[config.mk]
export PLATFORM = sky130hd
export DESIGN_NAME = running_mean_window
export DESIGN_NICKNAME = d
export VERILOG_FILES = /design/src/rtl/spike_pkg.sv /design/src/rtl/sample_ring.sv /design/src/rtl/running_mean_window.sv
export SDC_FILE = /design/constraint.sdc
export NUM_CORES = 1
export LEC_CHECK = 0
export CAP_MARGIN = 20
export CORE_ASPECT_RATIO = 0.9
export CORE_MARGIN = 4
export CORE_UTILIZATION = 55
export DETAILED_ROUTE_END_ITERATION = 8
export GPL_TIMING_DRIVEN = 0
export MAX_ROUTING_LAYER = met4
export PLACE_DENSITY = 0.76
export SLEW_MARGIN = 20
export SYNTH_ARGS = -nofsm -noshare
export SYNTH_HDL_FRONTEND = slang
export SYNTH_SLANG_ARGS = --single-unit
[constraint.sdc]
create_clock -name clk -period 4.9 [get_ports clk]
set_input_delay 0.98 -clock clk [delete_from_list [all_inputs] [get_ports clk]]
set_output_delay 0.98 -clock clk [all_outputs]
set_load 0.1 [all_outputs]
[src/rtl/spike_pkg.sv]
// Shared widths and types for the spike-detection front end.
package spike_pkg;

   localparam int unsigned DW_DEF       = 32;
   localparam int unsigned WIN_LOG2_DEF = 4;
   localparam int unsigned SUM_W_DEF    = DW_DEF + WIN_LOG2_DEF;

   typedef logic signed [DW_DEF-1:0] sample_t;

endpackage : spike_pkg

[src/rtl/sample_ring.sv]
// Circular store of the last 2**WIN_LOG2 samples; exposes the entry about to be overwritten.
module sample_ring
   import spike_pkg::*;
#(
   parameter int unsigned DW       = DW_DEF,
   parameter int unsigned WIN_LOG2 = WIN_LOG2_DEF
) (
   input  logic                 clk,
   input  logic                 rst_n,
   input  logic                 clr_i,
   input  logic                 wr_en_i,
   input  logic signed [DW-1:0] wr_data_i,
   output logic signed [DW-1:0] oldest_c_o
);

   localparam int unsigned N = 1 << WIN_LOG2;

   logic signed [DW-1:0]  mem_q [N];
   logic [WIN_LOG2-1:0]   wr_ptr_q;
   logic [WIN_LOG2-1:0]   wr_ptr_d;

   always_comb begin
      wr_ptr_d = wr_ptr_q;
      if (clr_i) begin
         wr_ptr_d = '0;
      end else if (wr_en_i) begin
         wr_ptr_d = wr_ptr_q + WIN_LOG2'(1);
      end
   end

   always_ff @(posedge clk or negedge rst_n) begin
      if (!rst_n) begin
         wr_ptr_q <= '0;
      end else begin
         wr_ptr_q <= wr_ptr_d;
      end
   end

   // Storage is deliberately unreset; the fill count in the parent masks stale slots.
   always_ff @(posedge clk) begin
      if (wr_en_i) begin
         mem_q[wr_ptr_q] <= wr_data_i;
      end
   end

   // Read happens before this cycle's write lands, so the evicted value is the pre-write one.
   assign oldest_c_o = mem_q[wr_ptr_q];

endmodule : sample_ring

[src/rtl/running_mean_window.sv]
// Sliding-window running mean; emits each accepted sample with the mean that includes it.
module running_mean_window
   import spike_pkg::*;
#(
   parameter int unsigned DW       = DW_DEF,
   parameter int unsigned WIN_LOG2 = WIN_LOG2_DEF
) (
   input  logic                 clk,
   input  logic                 rst_n,
   input  logic                 clr,
   input  logic                 in_valid,
   input  logic signed [DW-1:0] in_sample,
   output logic                 out_valid,
   output logic signed [DW-1:0] out_sample,
   output logic signed [DW-1:0] out_mean,
   output logic                 win_full
);

   localparam int unsigned N     = 1 << WIN_LOG2;
   localparam int unsigned SUM_W = DW + WIN_LOG2;
   localparam int unsigned CNT_W = WIN_LOG2 + 1;

   logic signed [SUM_W-1:0] sum_q, sum_d;
   logic [CNT_W-1:0]        count_q, count_d;
   logic                    win_full_q, win_full_d;
   logic                    out_valid_q, out_valid_d;
   logic signed [DW-1:0]    out_sample_q, out_sample_d;
   logic signed [DW-1:0]    out_mean_q, out_mean_d;
   logic signed [DW-1:0]    oldest_c;
   logic signed [DW-1:0]    old_c;
   logic                    accept_c;

   assign accept_c = in_valid & ~clr;

   sample_ring #(
      .DW       (DW),
      .WIN_LOG2 (WIN_LOG2)
   ) u_ring (
      .clk        (clk),
      .rst_n      (rst_n),
      .clr_i      (clr),
      .wr_en_i    (accept_c),
      .wr_data_i  (in_sample),
      .oldest_c_o (oldest_c)
   );

   // During warm-up the missing entries count as zero.
   assign old_c = win_full_q ? oldest_c : '0;

   always_comb begin
      sum_d        = sum_q;
      count_d      = count_q;
      win_full_d   = win_full_q;
      out_valid_d  = 1'b0;
      out_sample_d = out_sample_q;
      out_mean_d   = out_mean_q;
      if (clr) begin
         sum_d      = '0;
         count_d    = '0;
         win_full_d = 1'b0;
      end else if (in_valid) begin
         sum_d        = sum_q + SUM_W'(in_sample) - SUM_W'(old_c);
         if (count_q != CNT_W'(N)) begin
            count_d = count_q + CNT_W'(1);
         end
         win_full_d   = win_full_q | (count_q == CNT_W'(N - 1));
         out_valid_d  = 1'b1;
         out_sample_d = in_sample;
         out_mean_d   = DW'(sum_d >>> WIN_LOG2);
      end
   end

   always_ff @(posedge clk or negedge rst_n) begin
      if (!rst_n) begin
         sum_q        <= '0;
         count_q      <= '0;
         win_full_q   <= 1'b0;
         out_valid_q  <= 1'b0;
         out_sample_q <= '0;
         out_mean_q   <= '0;
      end else begin
         sum_q        <= sum_d;
         count_q      <= count_d;
         win_full_q   <= win_full_d;
         out_valid_q  <= out_valid_d;
         out_sample_q <= out_sample_d;
         out_mean_q   <= out_mean_d;
      end
   end

   assign out_valid  = out_valid_q;
   assign out_sample = out_sample_q;
   assign out_mean   = out_mean_q;
   assign win_full   = win_full_q;

endmodule : running_mean_window
==> Word level (Yosys, flattened, before mapping) <==
Memory sizes are Yosys's and may differ from the RTL's.
Index checks and enable logic that the tools add are counted.
{ "classes": {"addsub": 4, "n_eq_ne": 2, "mux": 14, "n_bitwise": 3, "reduce_logical": 5} }
{ "ops": {"columns": ["cell", "count"], "rows": [
  ["36-bit 2-to-1 mux", 2],
  ["36-bit by 32-bit adder with 36-bit output", 1],
  ["36-bit by 32-bit subtractor with 36-bit output", 1],
  ["32-bit 2-to-1 mux", 1],
  ["5-bit 2-to-1 mux", 3],
  ["4-bit 2-to-1 mux", 2],
  ["1-bit 2-to-1 mux", 6],
  ["2-bit nonzero test", 3],
  ["5-bit by 1-bit adder with 5-bit output (second input constant)", 1],
  ["5-bit by 4-bit equality test with 1-bit output (second input constant)", 1],
  ["5-bit inequality test (second input constant)", 1],
  ["4-bit by 1-bit adder with 4-bit output (second input constant)", 1],
  ["2-bit AND reduction", 2],
  ["1-bit bitwise AND", 1],
  ["1-bit inverter", 1],
  ["1-bit OR", 1]
]} }
{ "word_totals": {"register_bits": 111, "ramBits": 512, "inputBits": 36, "out_inout_bits": 66, "wordCells": 36, "mem_count": 1} }
{ "memory_table": {"columns": ["name", "depth", "width", "read_ports", "rd_ports_with_merged_regs", "wr", "line_no", "rtl"], "rows": [
  ["u_ring.mem_q", 16, 32, 1, 0, 1, "sample_ring.sv:18", "logic signed [DW-1:0] mem_q [N];"]
]} }

==> Logic depth before layout (Yosys ltp) <==
Gate-level depths: netlist of run 1.
An unclocked memory read counts as a cell.
{ "logic_depth": {"word_depth": 5, "ltp_mapped": 19, "ltp_nobuf": 16} }

==> By module <==
A second synthesis of run 1 with hierarchy kept.
{ "unflattened": {"hier_cells": 1715, "hier_area_um2": 26879.5} }
{ "modules_own_cells": {"columns": ["module", "instances", "cells_per_inst", "area_per_inst_um2"], "rows": [
  ["sample_ring", 1, 830, 19458.7],
  ["running_mean_window", 1, 885, 7420.9]
]} }

==> Worst setup path after synthesis of run 1 <==
OpenSTA, ideal clock, no wires.
{ "synth_timing": {"kind": "register to register", "startpoint": "register u_ring.wr_ptr_q[0]", "endpoint": "register out_mean_q[25] (netlist: out_mean[25])", "setup_time_ps": 87, "t_arrival_ps": 4863, "slack_ps": -50, "path_stages_with_launch": 19, "n_path_buf": 3, "period_less_slack_ps": 4950, "cell_sequence": "dfrtp_1 clkbuf_1 clkbuf_1 buf_2 mux4_2 mux4_2 and2_1 fa_1 inv_1 ha_1 a211oi_1 o31ai_4 a221o_2 a21o_1 a31oi_1 a21oi_1 nand4_1 mux2_2 o211ai_1"} }
{ "synth_via": {"elab_chain_len": 3} }
{ "synth_rtl": {"columns": ["item", "line_no", "rtl"], "rows": [
  ["start: declaration", "sample_ring.sv:19", "logic [WIN_LOG2-1:0] wr_ptr_q;"],
  ["start signal: assignment", "sample_ring.sv:35", "wr_ptr_q <= wr_ptr_d;"],
  ["memory read 16 x 32 bit", null, null],
  ["32-bit 2-to-1 mux", "running_mean_window.sv:48", "assign old_c = win_full_q ? oldest_c : '0;"],
  ["36-bit by 32-bit subtractor with 36-bit output", "running_mean_window.sv:62", "sum_d = sum_q + SUM_W'(in_sample) - SUM_W'(old_c);"],
  ["end signal: assignment", "running_mean_window.sv:87", "out_mean_q <= out_mean_d;"],
  ["end: declaration", "running_mean_window.sv:28", "logic signed [DW-1:0] out_mean_q, out_mean_d;"]
]} }
Every way passes these cells.
A chain may end at the register's enable or synchronous reset.

==> Worst setup path in the final report of run 1 <==
{ "layout_timing": {"startpoint": "register u_ring.wr_ptr_q[0]", "endpoint": "register out_mean_q[30] (netlist: out_mean[30])"} }
The elaborated chain is that of the path after synthesis.

==> results.py, run 1 <==
metrics = {
    "sta": {
        "rsz0062_at_grt": "true",
        "fin_tns_setup_ps": -3440,
        "whs_ps": 376,
        "fin_ws_ps": -203,
        "min_period_ps": 5100,
        "skew_ps": 31.8,
        "period_share_pct": 104,
        "finalHoldViolations": 0,
        "slew_violations": 0,
        "finalSetupViolCount": 30,
        "relSlewSlack_pct": 25.8,
        "fmax_mhz": 196,
        "worst_pin_slew_ps": 1110,
    },
    "cells_and_area": {
        "final_cell_area_mm2": 0.0328,
        "multi_input_area_mm2": 0.00859,
        "fill_cells": 2980,
        "nets": 1957,
        "area_delta_synth_final_pct": 21.9,
        "drive_gt1_share_pct": 26.0,
        "seq_area_mm2": 0.0182,
        "final_cell_mix": "edfxtp_1, mux4_2, inv_1",
        "final_common_cell": "edfxtp_1",
        "instances_no_fill": 2521,
        "final_util_pct": 68.1,
    },
    "pwr": {
        "seq_power_share_pct": 36.7,
        "power_mw": 17.0,
        "vdd_ir_drop_max_v": 0.000429,
        "p_per_area_mw_per_mm2": 519,
        "sw_frac_of_total_pct": 35.7,
        "leakage_nw": 11.8,
        "p_comb_share_pct": 35.5,
        "p_sw_mw": 6.07,
        "internal_power_mw": 10.9,
        "p_clk_share_pct": 27.8,
    },
    "drt": {
        "drt-initial-drc-count": 2125,
        "drt_pre_antenna_iters": 6,
        "vias": 15963,
        "drtAntennaViolNets": 0,
        "drc_errors": 0,
        "wl_per_cell_um": 28.6,
        "vias_per_cell": 6.33,
        "routed_wirelength_um": 72000,
    },
    "critical_path": {
        "path_cells": "clkbuf_16 -> buf_16 -> buf_12 -> mux4_2 -> mux4_2 -> and2_4 -> fa_1 -> inv_2 -> ha_4 -> a2111o_1 -> nor2_2 -> a21oi_2 -> nand3_4 -> o21ai_4 -> a31oi_4 -> nor4_4 -> mux2_4 -> o21ai_1",
        "cp-end-kind": "flip-flop",
        "required_ps": 5440,
        "timing.critical_path.fanout_max": 7,
        "crit_arrival_ps": 5640,
        "path_common_cell": "mux4_2",
        "crit_path_start_kind": "flip-flop",
        "slowest_stage": "fa_1",
        "cp_slowest_stage_delay_ps": 510,
        "path_class": "reg -> reg",
    },
    "logic_synthesis": {
        "synth_ff_type": "edfxtp_1",
        "synth_simple_gate_area_share_pct": 4.64,
        "avgSynthCellArea_um2": 16.8,
        "synth_nets": 1712,
        "synth_top_family_by_area": "multiplexers",
        "synth_mux_area_share_pct": 14.4,
        "synth_cells": 1597,
        "ys_warn_count": 0,
        "synth_edf_count": 512,
        "ys_seq_elements": 623,
        "syn_area_mm2": 0.0269,
        "async_reset_ff_share_pct": 17.8,
        "yosys-top-cells-area": "edfxtp_1, mux4_2, dfrtp_1, fa_1, inv_1",
        "synthAdderAreaFrac_pct": 4.66,
        "synth_top_cell_area_share_pct": 57.2,
        "synth.largest_area_cell": "edfxtp_1",
        "yosysUniqueCellTypes": 67,
        "seq_area_frac_synth_pct": 67.6,
        "synth-compound-area-share_pct": 4.42,
        "synth-xor-area-share_pct": 1.14,
    },
    "clocking": {
        "h-tree-depth": 2,
        "cts.sinks": 623,
        "cts_hold_buf": 0,
        "cts-root-buf": "clkbuf_16",
        "cts_tree": "built",
        "cts_buffer_depth": 3,
        "numCtsBuffers": 60,
        "worstSkewPairLatency_ps": 630,
        "cts.clk_slew.worst_paths_ps": 70,
    },
    "global_route": {
        "grt_overflow": 0,
        "grt_pass1_vias": 16106,
        "grt_use_total_pct": 28.2,
        "grt_max_degree": 67,
        "grt_first_pass_wirelength_um": 104000,
        "antenna_found_initial": 2,
    },
    "floorplan": {
        "dieWidth_um": 241,
        "die-area_mm2": 0.0524,
        "ioPinCount": 102,
        "row_count": 76,
        "die_y_um": 218,
        "core_area_mm2": 0.0481,
        "initial_core_util_pct": 55.8,
    },
    "placement": {
        "dp_cells": 2358,
        "place_congestion": 0.925,
        "io_buffers": 100,
        "pre_cts_slack_ps": -1600,
        "hpwl_um": 45900,
        "place_area_mm2": 0.0294,
    },
    "run_status": {
        "violations": "setup timing",
        "status": "finished, violations left",
    },
    "min_path": {
        "hold_class": "in -> async",
    },
    "job": {
        "drv_cap": 0,
    },
}
[flip-flops by register name, indices dropped and copies added, names as in the netlist]
| register | cells |
|---|---|
| count_q | 5 |
| u_ring.mem_q | 512 |
| sum_q | 36 |
| out_sample | 32 |
| win_full | 1 |
| u_ring.wr_ptr_q | 4 |
| out_valid | 1 |
| out_mean | 32 |
[kinds of logic after synthesis]
family,count (synthesis)
DFF,623
xor gates and xnor gates,34
muxes,187
adders and majority gates,79
and+or+nand+nor,270
AOI/OAI and AO/OA,181
buffers and inverters,223
[worst paths after layout]
path,slack (ps),cells past startpoint,to,startpoint
worst min-delay path,380,1,out_sample[2]$_DFFE_PN0P_,rst_n
worst max register to register,-200,18,out_mean[30]$_DFFE_PN0P_,u_ring.wr_ptr_q[0]$_DFFE_PN0P_
max in group asynchronous,3810,2,out_sample[23]$_DFFE_PN0P_,rst_n
worst min register to register,480,2,out_mean[27]$_DFFE_PN0P_,out_mean[27]$_DFFE_PN0P_
min in group clk,480,2,out_mean[27]$_DFFE_PN0P_,out_mean[27]$_DFFE_PN0P_
worst max-delay path,-200,18,out_mean[30]$_DFFE_PN0P_,u_ring.wr_ptr_q[0]$_DFFE_PN0P_
[what timing repair did]
| item | 4_1_cts | 5_1_grt |
|---|---|---|
| cloned | 3 | 0 |
| setup endpoints to repair | 64 | 42 |
| gates resized for setup | 143 | 78 |
| setup buffers | 23 | 24 |
| pin swaps | 32 | 25 |
[power groups by stage]
| stage | registers [mW] | logic (mW) | clock network (mW) |
|---|---|---|---|
| after detailed placement | 6.34 | 4.82 | 0 |
| after global routing | 6.27 | 6.35 | 5.01 |
| final | 6.24 | 6.04 | 4.72 |
| after CTS | 6.24 | 5.35 | 4.76 |
| after floorplan | 7.43 | 2.38 | 0 |
| after global placement | 6.33 | 4.73 | 0 |
[metal layers]
metal	up-vias	part of all wire (%)	global-route usage [%]
li1	6556	-	-
met5	-	0	-
met3	202	12	7.90
met4	0	3.5	8.74
met1	8066	38	38.5
met2	1139	47	42.3
[final cells by class]
type                    count  share of cell area (%)
diodes                      3                  0.0229
plain buffers              71                    1.77
clock buffers              81                    5.14
clock inverters            33                    1.01
inverters                 148                    1.70
multi-input cells         751                    26.2
flip-flops and latches    623                    55.4
well taps                 624                    2.38
repair buffers            187                    6.34
[critical path: cells and delay by family, from the launching register on]
kind | cells | cell delay, ps
multiplexers | 3 | 1340
AO/OA/AOI/OAI | 5 | 1060
adder cells (fa/ha/maj) | 2 | 810
AND/OR/NAND/NOR | 4 | 710
buffers and inverters | 4 | 560
flip-flops | 1 | 500
[Yosys cell counts, drive strengths merged, types with 5 or more instances]
| cell type | instances |
|---|---|
| a211oi | 5 |
| a21o | 24 |
| a21oi | 43 |
| a31oi | 8 |
| and2 | 34 |
| and3 | 5 |
| buf | 23 |
| clkbuf | 52 |
| dfrtp | 111 |
| edfxtp | 512 |
| fa | 35 |
| ha | 44 |
| inv | 148 |
| mux2 | 7 |
| mux2i | 21 |
| mux4 | 159 |
| nand2 | 121 |
| nand3 | 15 |
| nand4 | 10 |
| nor2 | 54 |
| nor2b | 8 |
| nor3 | 9 |
| o211ai | 5 |
| o21ai | 64 |
| o21bai | 5 |
| xnor2 | 20 |
| xor2 | 14 |
Note: power is estimated with default switching activity, not from simulation.
==> run 2: changes to the inputs <==
--- a/config.mk
+++ b/config.mk
@@ -11,9 +11,9 @@
 export CORE_UTILIZATION = 55
 export DETAILED_ROUTE_END_ITERATION = 8
 export GPL_TIMING_DRIVEN = 0
+export HOLD_SLACK_MARGIN = 0.15
 export MAX_ROUTING_LAYER = met4
 export PLACE_DENSITY = 0.76
-export SLEW_MARGIN = 20
 export SYNTH_ARGS = -nofsm -noshare
 export SYNTH_HDL_FRONTEND = slang
 export SYNTH_SLANG_ARGS = --single-unit
==> run 2 against run 1 <==
Effect of this change: the run still ends with setup timing left; largest power group unchanged; global-route usage is 0.22 points higher; clock skew shrank 7.4 ps; via count is 0.67% lower; worst hold slack worse by 150 ps; non-clock buffer count grew 6; utilization fell by 0.16 points; first-iteration DRC count increased by 9.4%; largest cell class unchanged.
==> results.py, run 2 (synthesis results as in run 1) <==
metrics = {
    "clocking": {
        "cts_tree": "built",
        "cts_buffer_depth": 3,
        "cts_hold_buf": 0,
        "numCtsBuffers": 60,
        "worstSkewPairLatency_ps": 630,
        "cts.clk_slew.worst_paths_ps": 60,
        "cts.sinks": 623,
        "cts-root-buf": "clkbuf_16",
        "h-tree-depth": 2,
    },
    "sta": {
        "slew_violations": 0,
        "fin_ws_ps": -158,
        "fmax_mhz": 198,
        "period_share_pct": 103,
        "finalSetupViolCount": 21,
        "relSlewSlack_pct": 24.4,
        "worst_pin_slew_ps": 1130,
        "skew_ps": 24.3,
        "whs_ps": 227,
        "min_period_ps": 5060,
        "rsz0062_at_grt": "true",
        "finalHoldViolations": 0,
    },
    "placement": {
        "place_congestion": 0.925,
        "hpwl_um": 45000,
        "io_buffers": 100,
    },
    "global_route": {
        "grt_pass1_vias": 16048,
        "grt_overflow": 0,
        "grt_first_pass_wirelength_um": 105000,
        "grt_max_degree": 79,
        "antenna_found_initial": 2,
        "grt_use_total_pct": 28.4,
    },
    "cells_and_area": {
        "largest_reg_flops": 512,
        "regMostFlops": "u_ring.mem_q",
        "nets": 1963,
        "fill_cells": 2997,
        "num_antenna_cells": 0,
        "reg_top3": "u_ring.mem_q x512, sum_q x36",
        "final_cell_mix": "edfxtp_1, mux4_2, inv_1",
        "area_delta_synth_final_pct": 21.7,
        "final_common_cell": "edfxtp_1",
        "drive_gt1_share_pct": 26.7,
    },
    "critical_path": {
        "required_ps": 5370,
        "crit_arrival_ps": 5530,
        "timing.critical_path.fanout_max": 9,
        "crit_path_start_kind": "flip-flop",
        "path_class": "reg -> reg",
        "cp-end-kind": "flip-flop",
        "r2r.worst_path.cells": 18,
    },
    "floorplan": {
        "row_count": 76,
        "initial_core_util_pct": 55.8,
        "core_area_mm2": 0.0481,
        "die_y_um": 218,
        "dieWidth_um": 241,
        "ioPinCount": 102,
        "die-area_mm2": 0.0524,
    },
    "pwr": {
        "vdd_ir_drop_max_v": 0.000365,
        "p_per_area_mw_per_mm2": 517,
        "leakage_nw": 11.8,
        "power_mw": 16.9,
    },
    "drt": {
        "dr.max_layer_used": "met4",
        "routed-wl-met3_um": 7650,
        "vias_per_cell": 6.29,
        "routed_wirelength_um": 72100,
        "drtAntennaViolNets": 0,
        "met1_length_um": 27600,
        "drc_errors": 0,
        "drt_pre_antenna_iters": 7,
        "drt-initial-drc-count": 2324,
        "vias": 15856,
        "wl_per_cell_um": 28.6,
        "wl_met2_um": 34100,
    },
    "run_status": {
        "status": "finished, violations left",
        "violations": "setup timing",
    },
    "job": {
        "drv_cap": 0,
    },
    "min_path": {
        "hold_class": "in -> async",
    },
}
run 2: changes by cell type in the layout (fill, tap and decap cells not counted), sizes merged:
cell and change:
buf +10, diode -3, clkbuf -4, bufbuf -1, clkdlybuf4s15 +1, clkinvlp -3
inv -2
run 2: power by group:
| group | total, mW | switching [mW] | internal, mW |
|---|---|---|---|
| clock | 4.65 | 1.97 | 2.68 |
| sequential | 6.24 | 0.196 | 6.04 |
| combinational | 6.00 | 3.86 | 2.14 |
run 2: layout make-up:
class / instances / area, µm² / area share (%)
clock inverters: 28 / 295 / 0.903
well taps: 624 / 781 / 2.39
plain buffers: 68 / 547 / 1.67
repair buffers: 196 / 2090 / 6.39
clock buffers: 81 / 1660 / 5.08
multi-input cells: 751 / 8600 / 26.3
inverters: 148 / 556 / 1.70
flip-flops and latches: 623 / 18200 / 55.5
run 2: worst max-delay path: stages, from the launching register on:
cell and delay (ps):
dfrtp_2 480, clkbuf_16 210, buf_12 150, buf_4 120, mux4_2 470, mux4_2 460
and2_1 180, fa_1 480, inv_1 40, ha_1 510, nand3_4 190, o211ai_1 480
a31oi_2 190, a21oi_2 200, o21ai_4 90, a41o_1 210, xnor2_2 220, a21bo_1 150
a21oi_1 60
run 2: what timing repair did:
| action | 4_1_cts | 5_1_grt |
|---|---|---|
| endpoints found under the setup margin | 64 | 42 |
| resized for setup | 138 | 97 |
| gates cloned | 2 | 0 |
| buffers inserted | 38 | 27 |
| pin swaps | 26 | 35 |
run 2: path summary, 6_finish.rpt:
kind | startpoint | endpoint | slack [ps]
max | u_ring.wr_ptr_q[0]$_DFFE_PN0P_ | sum_q[35]$_DFFE_PN0P_ | -160
min | rst_n | out_mean[2]$_DFFE_PN0P_ | 230
max reg2reg | u_ring.wr_ptr_q[0]$_DFFE_PN0P_ | sum_q[35]$_DFFE_PN0P_ | -160
min reg2reg | out_mean[12]$_DFFE_PN0P_ | out_mean[12]$_DFFE_PN0P_ | 480
max in group asynchronous | rst_n | u_ring.wr_ptr_q[0]$_DFFE_PN0P_ | 3870
min in group clk | out_mean[12]$_DFFE_PN0P_ | out_mean[12]$_DFFE_PN0P_ | 480
run 2: stage by stage:
step                cells  instance area, µm²  util, %  setup slack (ps)  setup TNS [ps]
floorplan            1597               26900        -              32.1               0
global placement     2321               28700     59.6             -3310        -1096650
detailed placement   2350               29200     60.8             -1620          -75620
CTS                  2494               32100     66.8             -71.3            -265
global route         2519               32700     67.9              -254           -2560
finish               2519               32700     67.9              -158           -1460
run 2: routing by layer:
layer / vias to the layer above / global-route usage [%]
met5: - / -
met4: 0 / 9.47
met3: 199 / 5.51
met2: 974 / 42.9
met1: 8149 / 39.9
li1: 6534 / -
